<file path="src/rtl/pid_pwm_driver.sv">
// PWM output stage behind the PID controller: clamps the signed PID result to an
// 8-bit duty, buffers one sample, and slews the applied duty at period boundaries.
module pid_pwm_driver #(
    parameter int unsigned PERIOD   = 255,
    parameter int unsigned SLEW_MAX = 16
) (
    input  logic               clk,
    input  logic               rst_n,
    input  logic               enable,
    input  logic signed [15:0] ctrl_in,
    input  logic               ctrl_valid,
    output logic               ctrl_ready,
    output logic               pwm_out,
    output logic               period_start,
    output logic [7:0]         duty_cur,
    output logic               sat
);

    localparam logic [7:0] CNT_LAST = 8'(PERIOD - 1);
    localparam logic [8:0] SLEW_9   = 9'(SLEW_MAX);

    logic [7:0] r_cnt;
    logic       r_run;
    logic [7:0] r_pending;
    logic       r_pending_full;
    logic [7:0] r_target;
    logic [7:0] r_duty;
    logic       r_pwm;
    logic       r_period_start;
    logic       r_sat;

    logic       w_accept;
    logic       w_boundary;
    logic [7:0] w_clamped;
    logic       w_clamp_hit;
    logic [7:0] w_cnt_next;
    logic [7:0] w_target_next;
    logic [7:0] w_duty_next;
    logic [8:0] w_step;
    logic [8:0] w_duty_sum;

    assign ctrl_ready = !r_pending_full;
    assign w_accept   = ctrl_valid && !r_pending_full;
    // r_run is low on the first enabled edge, so that edge restarts the period at 0.
    assign w_boundary = enable && r_run && (r_cnt == CNT_LAST);

    // NOTE: every variable driven here gets a default first, so no path can infer a latch.
    always_comb begin
        w_clamped   = ctrl_in[7:0];
        w_clamp_hit = 1'b0;
        if (ctrl_in[15]) begin
            w_clamped   = 8'd0;
            w_clamp_hit = 1'b1;
        end else if (|ctrl_in[14:8]) begin
            w_clamped   = 8'd255;
            w_clamp_hit = 1'b1;
        end
    end

    always_comb begin
        w_cnt_next = 8'd0;
        if (enable && r_run && (r_cnt != CNT_LAST)) begin
            w_cnt_next = r_cnt + 8'd1;
        end
    end

    always_comb begin
        w_target_next = r_target;
        if (w_boundary && r_pending_full) begin
            w_target_next = r_pending;
        end
    end

    // 9-bit step arithmetic: the step never overshoots the target, so duty cannot wrap.
    always_comb begin
        w_step      = 9'd0;
        w_duty_sum  = {1'b0, r_duty};
        w_duty_next = r_duty;
        if (w_boundary) begin
            if (w_target_next > r_duty) begin
                w_step = {1'b0, w_target_next} - {1'b0, r_duty};
                if (w_step > SLEW_9) begin
                    w_step = SLEW_9;
                end
                w_duty_sum = {1'b0, r_duty} + w_step;
            end else begin
                w_step = {1'b0, r_duty} - {1'b0, w_target_next};
                if (w_step > SLEW_9) begin
                    w_step = SLEW_9;
                end
                w_duty_sum = {1'b0, r_duty} - w_step;
            end
            w_duty_next = w_duty_sum[7:0];
        end
    end

    // NOTE: sequential state uses non-blocking assignments so every flop samples pre-edge values.
    always_ff @(posedge clk or negedge rst_n) begin
        if (!rst_n) begin
            r_pending      <= 8'd0;
            r_pending_full <= 1'b0;
            r_sat          <= 1'b0;
        end else begin
            if (w_accept) begin
                r_pending      <= w_clamped;
                r_pending_full <= 1'b1;
                r_sat          <= w_clamp_hit;
            end else if (w_boundary) begin
                r_pending_full <= 1'b0;
            end
        end
    end

    always_ff @(posedge clk or negedge rst_n) begin
        if (!rst_n) begin
            r_cnt    <= 8'd0;
            r_run    <= 1'b0;
            r_target <= 8'd0;
            r_duty   <= 8'd0;
        end else begin
            r_cnt    <= w_cnt_next;
            r_run    <= enable;
            r_target <= w_target_next;
            r_duty   <= w_duty_next;
        end
    end

    // Pin outputs are computed from the next-state values so they line up with cnt/duty.
    always_ff @(posedge clk or negedge rst_n) begin
        if (!rst_n) begin
            r_pwm          <= 1'b0;
            r_period_start <= 1'b0;
        end else begin
            r_pwm          <= enable && (w_cnt_next < w_duty_next);
            r_period_start <= enable && (w_cnt_next == 8'd0);
        end
    end

    assign pwm_out      = r_pwm;
    assign period_start = r_period_start;
    assign duty_cur     = r_duty;
    assign sat          = r_sat;

endmodule
</file>
<file path="config.mk">
export PLATFORM = sky130hd
export DESIGN_NAME = pid_pwm_driver
export DESIGN_NICKNAME = d
export VERILOG_FILES = /design/src/rtl/pid_pwm_driver.sv
export SDC_FILE = /design/constraint.sdc
export NUM_CORES = 1
export LEC_CHECK = 0
export ABC_AREA = 0
export CORE_MARGIN = 3
export CORE_UTILIZATION = 55
export DETAILED_ROUTE_END_ITERATION = 10
export GPL_TIMING_DRIVEN = 0
export HOLD_SLACK_MARGIN = 0.12
export PLACE_DENSITY = 0.78
export SETUP_SLACK_MARGIN = 0.4
export SKIP_CTS_REPAIR_TIMING = 1
export SLEW_MARGIN = 20
export SYNTH_ARGS = -nofsm -noshare
export SYNTH_HDL_FRONTEND = slang
export SYNTH_SLANG_ARGS = --single-unit
</file>
<file path="constraint.sdc">
create_clock -name clk -period 12.1 [get_ports clk]
set_clock_uncertainty 0.15 [all_clocks]
set_input_delay 2.42 -clock clk [delete_from_list [all_inputs] [get_ports clk]]
set_output_delay 2.42 -clock clk [all_outputs]
set_load 0.01 [all_outputs]
</file>
# Word level (Yosys, flattened, before mapping)
# Index checks and enable logic that the tools add are counted.
# op_classes
addsub,5
multipliers,0
div_mod_pow,0
n_lt_le_gt_ge,4
eq_ne,2
n_shift,0
muxes,16
n_bitwise,0
n_reduce_logical,11
# ops
cell,n
8-bit two-way mux,12
"9-bit by 5-bit > comparator with 1-bit output, second input constant",2
8-bit by 8-bit subtractor with 9-bit output,2
"8-bit by 1-bit adder with 8-bit output, second input constant",1
8-bit adder,1
"8-bit == test, second input constant",1
8-bit > comparator,1
8-bit zero test,1
8-bit less-than comparator,1
"8-bit inequality test, second input constant",1
8-bit subtractor,1
1-bit logical AND,7
7-bit OR reduction,1
1-bit two-way mux,4
2-bit nonzero test,1
1-bit zero test,1
# totals
register_bits,37
latch_bits,0
ramBits,0
rom_bits,0
inputBits,20
output_inout_bits,12
mem_count,0

# Logic depth before layout (Yosys ltp)
# Gate-level depths: netlist of run 1.
# logic_depth
word_depth,14
mapped_depth,31
ltp_nobuf,31

# Worst setup path before layout of run 1
# No wires, ideal clock.
# synth_timing
path_kind,input to register
startpoint,input port enable
endpoint,"register r_pwm, in the netlist pwm_out"
setup_ns,0.088
arrival_ns,7.586
required_ns,11.862
slack_ns,4.276
cell_stages,27
cell_sequence,nand2_1 > nor2_2 > nand2_2 > mux2_2 > ha_1 > buf_6 > o21a_1 > a21boi_1 > o31ai_1 > o211a_1 > nand2_1 > a211o_1 > or2_1 > ha_1 > a21boi_0 > o32ai_1 > ha_1 > nand3_1 > o2111ai_1 > a2111oi_2 > o211ai_1 > o211a_1 > and3_1 > ha_1 > nand2_1 > nand3b_1 > a41oi_1
# synth_between
elab_chain_len,14
elab_cells_between_ends,23
classes_between,add/sub (4); order compare (4); mux (10); reduce/logical (5)
# synth_lines
item,line_no,rtl
from (decl),9,"input logic enable,"
1-bit logical AND (*) (2 in series),45,assign w_boundary = enable && r_run && (r_cnt == CNT_LAST);
1-bit logical AND (*),69,if (w_boundary && r_pending_full) begin
8-bit two-way mux (*),69,
net w_target_next[2],37,logic [7:0] w_target_next;
"8-bit by 8-bit subtractor with 9-bit output, on equally long branches","87, 81",
"9-bit by 5-bit > comparator with 1-bit output, on equally long branches","88, 82",
"8-bit two-way mux, on equally long branches","88, 82",
8-bit two-way mux,80,if (w_target_next > r_duty) begin
8-bit two-way mux,79,if (w_boundary) begin
8-bit subtractor or 8-bit adder (tied branches),"91, 85",
8-bit two-way mux (*),80,
8-bit two-way mux (*),79,
8-bit less-than comparator (*),134,r_pwm <= enable && (w_cnt_next < w_duty_next);
1-bit logical AND (*),134,
to (signal assigned),134,
to (decl),28,logic r_pwm;
# The timed path passes the listed nets; every way through them passes the cells marked *. The select of a mux whose other input is x is not followed.
# A chain may end at the register's enable or synchronous reset.

# Worst setup path after layout of run 1
# Same ends and word-level chain as after synthesis.

==> summary.md, run 1 <==
| Metric | Value |
|---|---|
| Critical Path RT | `12.15 ns` |
| Post-Syn Area | `approximately 3100 µm²` |
| Layout net count | `448` |
| Post-synth EDFFs | `0` |
| CTS tree | `built` |
| Synth Area in XOR/XNOR | `0.05305` |
| Maximum vdd drop | `a little under 0.00008 V` |
| FILL cells | `roughly 440` |
| Worst-Skew Late Latency | `0.29 ns` |
| Share of layout cells above drive strength 1 | `0.08163` |
| Worst Max-Slew Pin Slew | `0.5696 ns` |
| Worst relative slew slack | `0.6199` |
| Post-synthesis compound-gate area fraction | `0.2042` |
| Hold Violations, Final | `0` |
| Met1 WL | `3.506 mm` |
| Non-filler cells, final | `462` |
| Routed met2 length | `3.341 mm` |
| HP Class | `flip-flop to flip-flop` |
| Vias in the first global route | `approximately 2.6k` |
| Pins Over Slew Limit | `0` |
| Critical Path Source | `enable` |
| 1st-iter DRT viols | `109` |
| Post-synthesis area per instance | `approximately 9 µm²` |
| H-tree levels | `2` |
| Post-synthesis mux area share | `0.04467` |
| Layout overhead on the synthesized area | `16.39%` |
| Largest net degree at the start of global routing | `34` |
| Most used DFF post-synth | `dfrtp_1` |
| Critical Path End Type | `flip-flop` |
| Final WL | `7.236 mm` |
| I/O Buffers | `30` |
| Bufs on Longest Clock Path | `2` |
| RSZ-0062 raised after global routing | `no` |
| Most frequent cells in the layout | `37 x dfrtp_1, 36 x nor2_1, 34 x ha_1` |
| Worst-path fanout max | `10` |
| CP startpoint kind | `input pin` |
| Starting Density | `0.5916` |
| Clock Sinks | `37` |
| Total power | `~0.26 mW` |
| Share of the clock period used by the worst path | `0.7469` |
| DR vias/cell | `5.857` |
| Wire length per cell | `15.66 µm` |
| Power per Cell Area | `70.22 nW/µm²` |
| Worst-path clk slew | `0.08 ns` |
| Core area | `5303 µm²` |
| Vias | `2,706` |
| Post-synth ARST share | `1.000` |
| Total I/O pin count | `32` |
| Leakage | `1.631 nW` |
| Area share of fa/ha/maj cells after synthesis | `0.1548` |
| Die X | `81.52 µm` |
| Period minus WS final | `9.037 ns` |
| DR top layer | `met4` |
| Post-synthesis simple-gate area fraction | `0.1966` |
| Post-route antenna net violation count | `0` |
| Gpl congestion | `0.8747` |
| Final setup viols | `0` |
| Congestion Overflow GR | `0` |
| Net Count, Synth | `410` |
| Sequential-to-total area share from yosys stat | `0.2952` |
| Critical path type | `input pin to flip-flop` |
| Outcome | `finished, final reports clean` |
| Detailed Routing Iterations Pass 1 | `4` |
| Global Route Usage Sum | `0.2410` |
| Hold Startpoint | `r_pending[1]$_DFFE_PN0P_` |
| Drt drc | `0` |
| Die H | `roughly 82 µm` |
| Sum of negative setup slack | `0 ns` |
| Worst EP arrival | `9.09 ns` |
| #FFs+latches synth | `37` |
| Cells after DPL | `between 400 and 500` |
| Routed met3 length | `306 µm` |
| Row count | `26` |
| Max Fclk | `110.7 MHz` |
| Die area | `6646 µm²` |
| Root Buffer | `clkbuf_8` |
| DPL Wire Length | `approximately 5.6 mm` |
| Cell count after synthesis | `353` |
| Most common cell after layout, fill and taps aside | `dfrtp_1` |
| Combinational family with the most area after synthesis | `compound AO/OA/AOI/OAI gates` |
| CTS Buf Count | `5` |
| Synth unique cells | `59` |
| First-pass GRT wire length | `12.34 mm` |
| Max-cap violations | `0` |
| R2R Path Start | `r_cnt[4]$_DFF_PN0_` |
| Initial antenna violation count | `0` |
| Antenna cell count | `0` |
| Ys Warns | `0` |
==> worst max-delay path: stages <==
cell and delay (ns):
clkdlybuf4s50_1 0.57, nand2_1 0.13, nor2_2 0.48, nand2_2 0.28
mux2_2 0.38, ha_1 0.33, clkbuf_1 0.23, a211oi_1 0.27
o22ai_1 0.18, nor3_2 0.31, nand2_1 0.14, a211o_1 0.32
or2_1 0.22, ha_1 0.23, a21boi_0 0.14, o32ai_1 0.32
ha_1 0.34, nand3_1 0.14, o2111ai_1 0.23, a2111oi_2 0.35
o211ai_1 0.12, o211a_1 0.14, and3_1 0.17, ha_1 0.29
nand2_1 0.07, nand3b_1 0.07, a41oi_1 0.19
==> flip-flops by register name, indices dropped and copies added (netlist names) <==
name            cells
r_pending           8
r_pending_full      1
r_cnt               8
r_target            8
period_start        1
duty_cur            8
sat                 1
pwm_out             1
r_run               1
==> where the power goes <==
group	internal [mW]	switching, mW	total [mW]
combinational	0.00974	0.00780	0.0175
sequential	0.127	0.00255	0.130
clock	0.0619	0.0472	0.109
total	0.199	0.0575	0.256
==> cell usage after synthesis (3+ instances only) <==
cell | instances | share of area
a211o_1 | 3 | 0.0084
nor3_1 | 9 | 0.014
o31ai_1 | 9 | 0.022
mux2_2 | 8 | 0.029
and3_1 | 3 | 0.0060
dfrtp_1 | 37 | 0.30
o2111ai_1 | 3 | 0.0084
or3_1 | 4 | 0.0080
buf_2 | 3 | 0.0048
a21o_1 | 5 | 0.012
fa_1 | 3 | 0.019
nand3b_1 | 3 | 0.0072
xnor2_1 | 9 | 0.025
a21oi_1 | 18 | 0.029
nand2_1 | 27 | 0.032
nor2_1 | 36 | 0.043
xor2_1 | 10 | 0.028
nand3_1 | 13 | 0.021
clkbuf_1 | 4 | 0.0048
o21ai_0 | 9 | 0.014
nand2b_1 | 5 | 0.010
inv_1 | 28 | 0.034
o211ai_1 | 5 | 0.012
o21a_1 | 11 | 0.026
o32ai_1 | 3 | 0.0084
mux2i_1 | 5 | 0.016
ha_1 | 34 | 0.14
nand4_1 | 6 | 0.012
==> final timing paths <==
check                                      endpoint  slack (ns)  depth (start not counted)
setup / recovery                  pwm_out$_DFF_PN0_        3.06                         27
hold / removal             r_pending[1]$_DFFE_PN0P_        0.33                          2
setup reg to reg                  pwm_out$_DFF_PN0_        5.05                         27
hold reg to reg            r_pending[1]$_DFFE_PN0P_        0.33                          2
max in group asynchronous  r_pending[5]$_DFFE_PN0P_        9.61                          2
min in group asynchronous         pwm_out$_DFF_PN0_        1.79                          1
==> through the flow <==
step / setup slack, ns / cell area, µm² / hold slack (ns) / utilization
2_1_floorplan: 4.276 / 3137 / 0.2946 / -
3_5_place_dp: 2.835 / 3540 / 0.3144 / 0.6675
5_1_grt: 2.598 / 3651 / 0.3725 / 0.6885
6_report: 3.063 / 3651 / 0.3282 / 0.6885
3_3_place_gp: 2.992 / 3525 / 0.3116 / 0.6647
4_1_cts: 3.110 / 3651 / 0.3330 / 0.6885
==> per-layer routing <==
layer	vias to the layer above	track usage
li1	1350	-
met1	1288	0.3359
met2	60	0.3884
met3	8	0.03728
met4	0	0.06588
met5	-	0
==> layout make-up <==
type,instances,area [µm²],area share
repair buffers,31,315.3,0.08636
clock inverters,2,38.79,0.01062
inverters,28,105.1,0.02879
clock buffers,6,72.57,0.01988
multi-input cells,278,2049,0.5613
plain buffers,10,56.30,0.01542
well taps,70,87.58,0.02399
flip-flops and latches,37,925.9,0.2536
==> cells by family after synthesis <==
| kind of cell | count (synthesis) |
|---|---|
| flops | 37 |
| mux | 13 |
| simple gates | 122 |
| xor+xnor | 19 |
| fa+ha+maj | 37 |
| buf+inv | 38 |
| compound gates | 87 |
(Power assumes the default switching activity.)
==> run 2, diff against run 1 <==
--- a/config.mk
+++ b/config.mk
@@ -7,11 +7,11 @@
 export LEC_CHECK = 0
 export ABC_AREA = 0
 export CORE_MARGIN = 3
-export CORE_UTILIZATION = 55
+export CORE_UTILIZATION = 52
 export DETAILED_ROUTE_END_ITERATION = 10
 export GPL_TIMING_DRIVEN = 0
 export HOLD_SLACK_MARGIN = 0.12
-export PLACE_DENSITY = 0.78
+export PLACE_DENSITY = 0.77
 export SETUP_SLACK_MARGIN = 0.4
 export SKIP_CTS_REPAIR_TIMING = 1
 export SLEW_MARGIN = 20
==> constraint.sdc (replaced) <==
create_clock -name clk -period 8.3 [get_ports clk]
set_clock_uncertainty 0.15 [all_clocks]
set_input_delay 1.66 -clock clk [delete_from_list [all_inputs] [get_ports clk]]
set_output_delay 1.66 -clock clk [all_outputs]
set_load 0.01 [all_outputs]
==> run 2 against run 1 <==
  * Total power up 34%
  * Clock power up 17%
  * Die area up 5.3%
  * Highest routed layer unchanged
==> summary.md, run 2 (same netlist as run 1, synthesis figures left out) <==
| Metric | Value |
|---|---|
| Total I/O pin count | `32 (unchanged)` |
| R2R Path Start | `r_cnt[0]$_DFF_PN0_ (was r_cnt[4]$_DFF_PN0_)` |
| Critical path type | `input pin to flip-flop (unchanged)` |
| Maximum vdd drop | `0.00007064 V (was 0.00007833 V)` |
| Switch Pwr | `0.07746 mW (was 0.05754 mW)` |
| Die X | `83.67 µm (was 81.52 µm)` |
| Vias | `2,728 (was 2,706)` |
| Starting Density | `0.5527 (was 0.5916)` |
| Initial antenna violation count | `0 (unchanged)` |
| Slowest cell on the critical path | `ha_1 (was clkdlybuf4s50_1)` |
| CTS tree | `built (unchanged)` |
| Vias in the first global route | `2,577 (was 2,604)` |
| Drt drc | `0 (unchanged)` |
| CP endpoint | `pwm_out$_DFF_PN0_ (unchanged)` |
| CTS Buf Count | `5 (unchanged)` |
| Worst-Skew Late Latency | `0.29 ns (about the same)` |
| Final setup viols | `0 (unchanged)` |
| Worst-case reg-to-reg path depth | `29 (was 27)` |
| Worst Max-Slew Pin Slew | `0.4115 ns (was 0.5696 ns)` |
| Share of layout cells above drive strength 1 | `0.1080 (was 0.08163)` |
| CP startpoint kind | `input pin (unchanged)` |
| Layout overhead on the synthesized area | `19.03% (was 16.39%)` |
| Largest net degree at the start of global routing | `25 (was 34)` |
| Sequential share of power | `0.551 (was 0.506)` |
| Antenna cell count | `0 (unchanged)` |
| Crit path largest cell delay | `0.34 ns (was 0.57 ns)` |
| Row count | `27 (was 26)` |
| Bufs on Longest Clock Path | `2 (unchanged)` |
| Final WL | `7.112 mm (was 7.236 mm)` |
| Critical Path RT | `8.35 ns (was 12.15 ns)` |
| Max-cap violations | `0 (unchanged)` |
| Clk pwr share | `0.373 (was 0.426)` |
| Worst path depth | `28 (was 27)` |
| DPL Wire Length | `5.584 mm (was 5.552 mm)` |
| Worst relative slew slack | `0.7237 (was 0.6199)` |
| Share of the clock period used by the worst path | `0.8815` |
| Power per Cell Area | `92.00 nW/µm² (was 70.22 nW/µm²)` |
| 1st-iter DRT viols | `173 (was 109)` |
| Period minus WS final | `7.316 ns` |
| Post-route antenna net violation count | `0 (unchanged)` |
| R2R setup slack | `1.83 ns (was 5.05 ns)` |
| Hold Startpoint | `r_pending[2]$_DFFE_PN0P_ (was r_pending[1]$_DFFE_PN0P_)` |
| Congestion Overflow GR | `0 (unchanged)` |
| Final Core Density | `0.6578 (was 0.6885)` |
| Core area | `5675 µm² (was 5303 µm²)` |
| Worst-path fanout max | `9 (was 10)` |
| Wire length per cell | `15.13 µm (was 15.66 µm)` |
| Pins Over Slew Limit | `0 (unchanged)` |
| Critical Path Source | `enable (unchanged)` |
| Die H | `83.67 µm (was 81.52 µm)` |
| Clock Sinks | `37 (unchanged)` |
| Worst EP arrival | `7.37 ns (was 9.09 ns)` |
| DR vias/cell | `5.804 (was 5.857)` |
| Critical Path End Type | `flip-flop (unchanged)` |
| Detailed Routing Iterations Pass 1 | `4 (unchanged)` |
| Internal | `0.2660 mW (was 0.1988 mW)` |
| Gpl congestion | `0.8715 (was 0.8747)` |
| Worst-path clk slew | `0.07 ns (was 0.08 ns)` |
| Switching Fraction | `0.2255 (was 0.2244)` |
| Most common cell after layout, fill and taps aside | `dfrtp_1 (unchanged)` |
| Root Buffer | `clkbuf_8 (unchanged)` |
| Area after DPL | `3550 µm² (was 3540 µm²)` |
| Outcome | `finished, final reports clean (unchanged)` |
| Post-route design area | `3734 µm² (was 3651 µm²)` |
| Top cell by count, worst path | `ha_1 (unchanged)` |
| Comb pwr share | `0.076 (was 0.068)` |
| Layout net count | `455 (was 448)` |
| RSZ-0062 raised after global routing | `no (unchanged)` |
| Max Fclk | `136.7 MHz` |
| Most frequent cells in the layout | `37 x dfrtp_1, 36 x nor2_1, 34 x ha_1 (unchanged)` |
| CP top delay family | `compound AO/OA/AOI/OAI gates (unchanged)` |
| Leakage | `1.684 nW (was 1.631 nW)` |
| Crit path buf inv count | `2 (unchanged)` |
| Global Route Usage Sum | `0.2024 (was 0.2410)` |
| I/O Buffers | `30 (unchanged)` |
| H-tree levels | `2 (unchanged)` |
| RR Endpoint | `pwm_out$_DFF_PN0_ (unchanged)` |
| First-pass GRT wire length | `11.70 mm (was 12.34 mm)` |
| Hold Violations, Final | `0 (unchanged)` |
| Die area | `7000 µm² (was 6646 µm²)` |
| HP Class | `flip-flop to flip-flop (unchanged)` |
==> run 2: cell type report <==
cell class | count | area, µm²
sequential | 37 | 925.9
clock buffer | 7 | 86.33
multi-input combinational | 278 | 2091
fill | 493 | 1942
buffer | 10 | 57.56
inverter | 28 | 105.1
timing repair buffer | 38 | 377.9
tap | 72 | 90.09
==> run 2: worst min-delay path by stage <==
stage	end	slack [ns]	depth (start not counted)
finish	r_pending[2]$_DFFE_PN0P_	0.33	2
global route	r_pending[3]$_DFFE_PN0P_	0.36	2
CTS	r_pending[2]$_DFFE_PN0P_	0.33	2
detailed placement	r_pending[2]$_DFFE_PN0P_	0.32	2
floorplan	r_pending[1]$_DFFE_PN0P_	0.29	2
global placement	r_pending[3]$_DFFE_PN0P_	0.31	2
==> run 2: worst register-to-register path, delay by kind of cell, from the launching register on <==
kind	cells	cell delay [ns]
AOI/OAI and AO/OA	12	2.56
adders and majority gates	5	1.35
buffers and inverters	2	0.25
DFF	1	0.47
muxes	1	0.32
and+or+nand+nor	9	1.27
==> run 2: layer usage <==
layer	vias to the layer above	global-route usage	wire, µm
met2	53	0.3218	3228
met5	-	0	0
met4	0	0.06433	99
li1	1362	-	-
met1	1304	0.2864	3569
met3	9	0.02468	214
==> run 2: power groups by stage <==
stage               registers [mW]  logic (mW)  clock network [mW]
finish                       0.189      0.0262               0.128
global route                 0.190      0.0291               0.139
CTS                          0.189      0.0265               0.130
detailed placement           0.193      0.0264                   0
global placement             0.192      0.0246                   0
floorplan                    0.192     0.00771                   0
==> run 2: stage by stage <==
stage	setup WS [ns]	instances	hold slack (ns)	setup TNS [ns]	total power, mW
after CTS	0.1367	463	0.3331	0	0.3456
final	0.9837	470	0.3303	0	0.3435
after global routing	0.5302	470	0.3560	0	0.3575
after floorplan	1.236	353	0.2946	0	0.1998
after global placement	-0.07486	455	0.3078	-0.07486	0.2169
after detailed placement	-0.1433	456	0.3171	-0.1433	0.2190
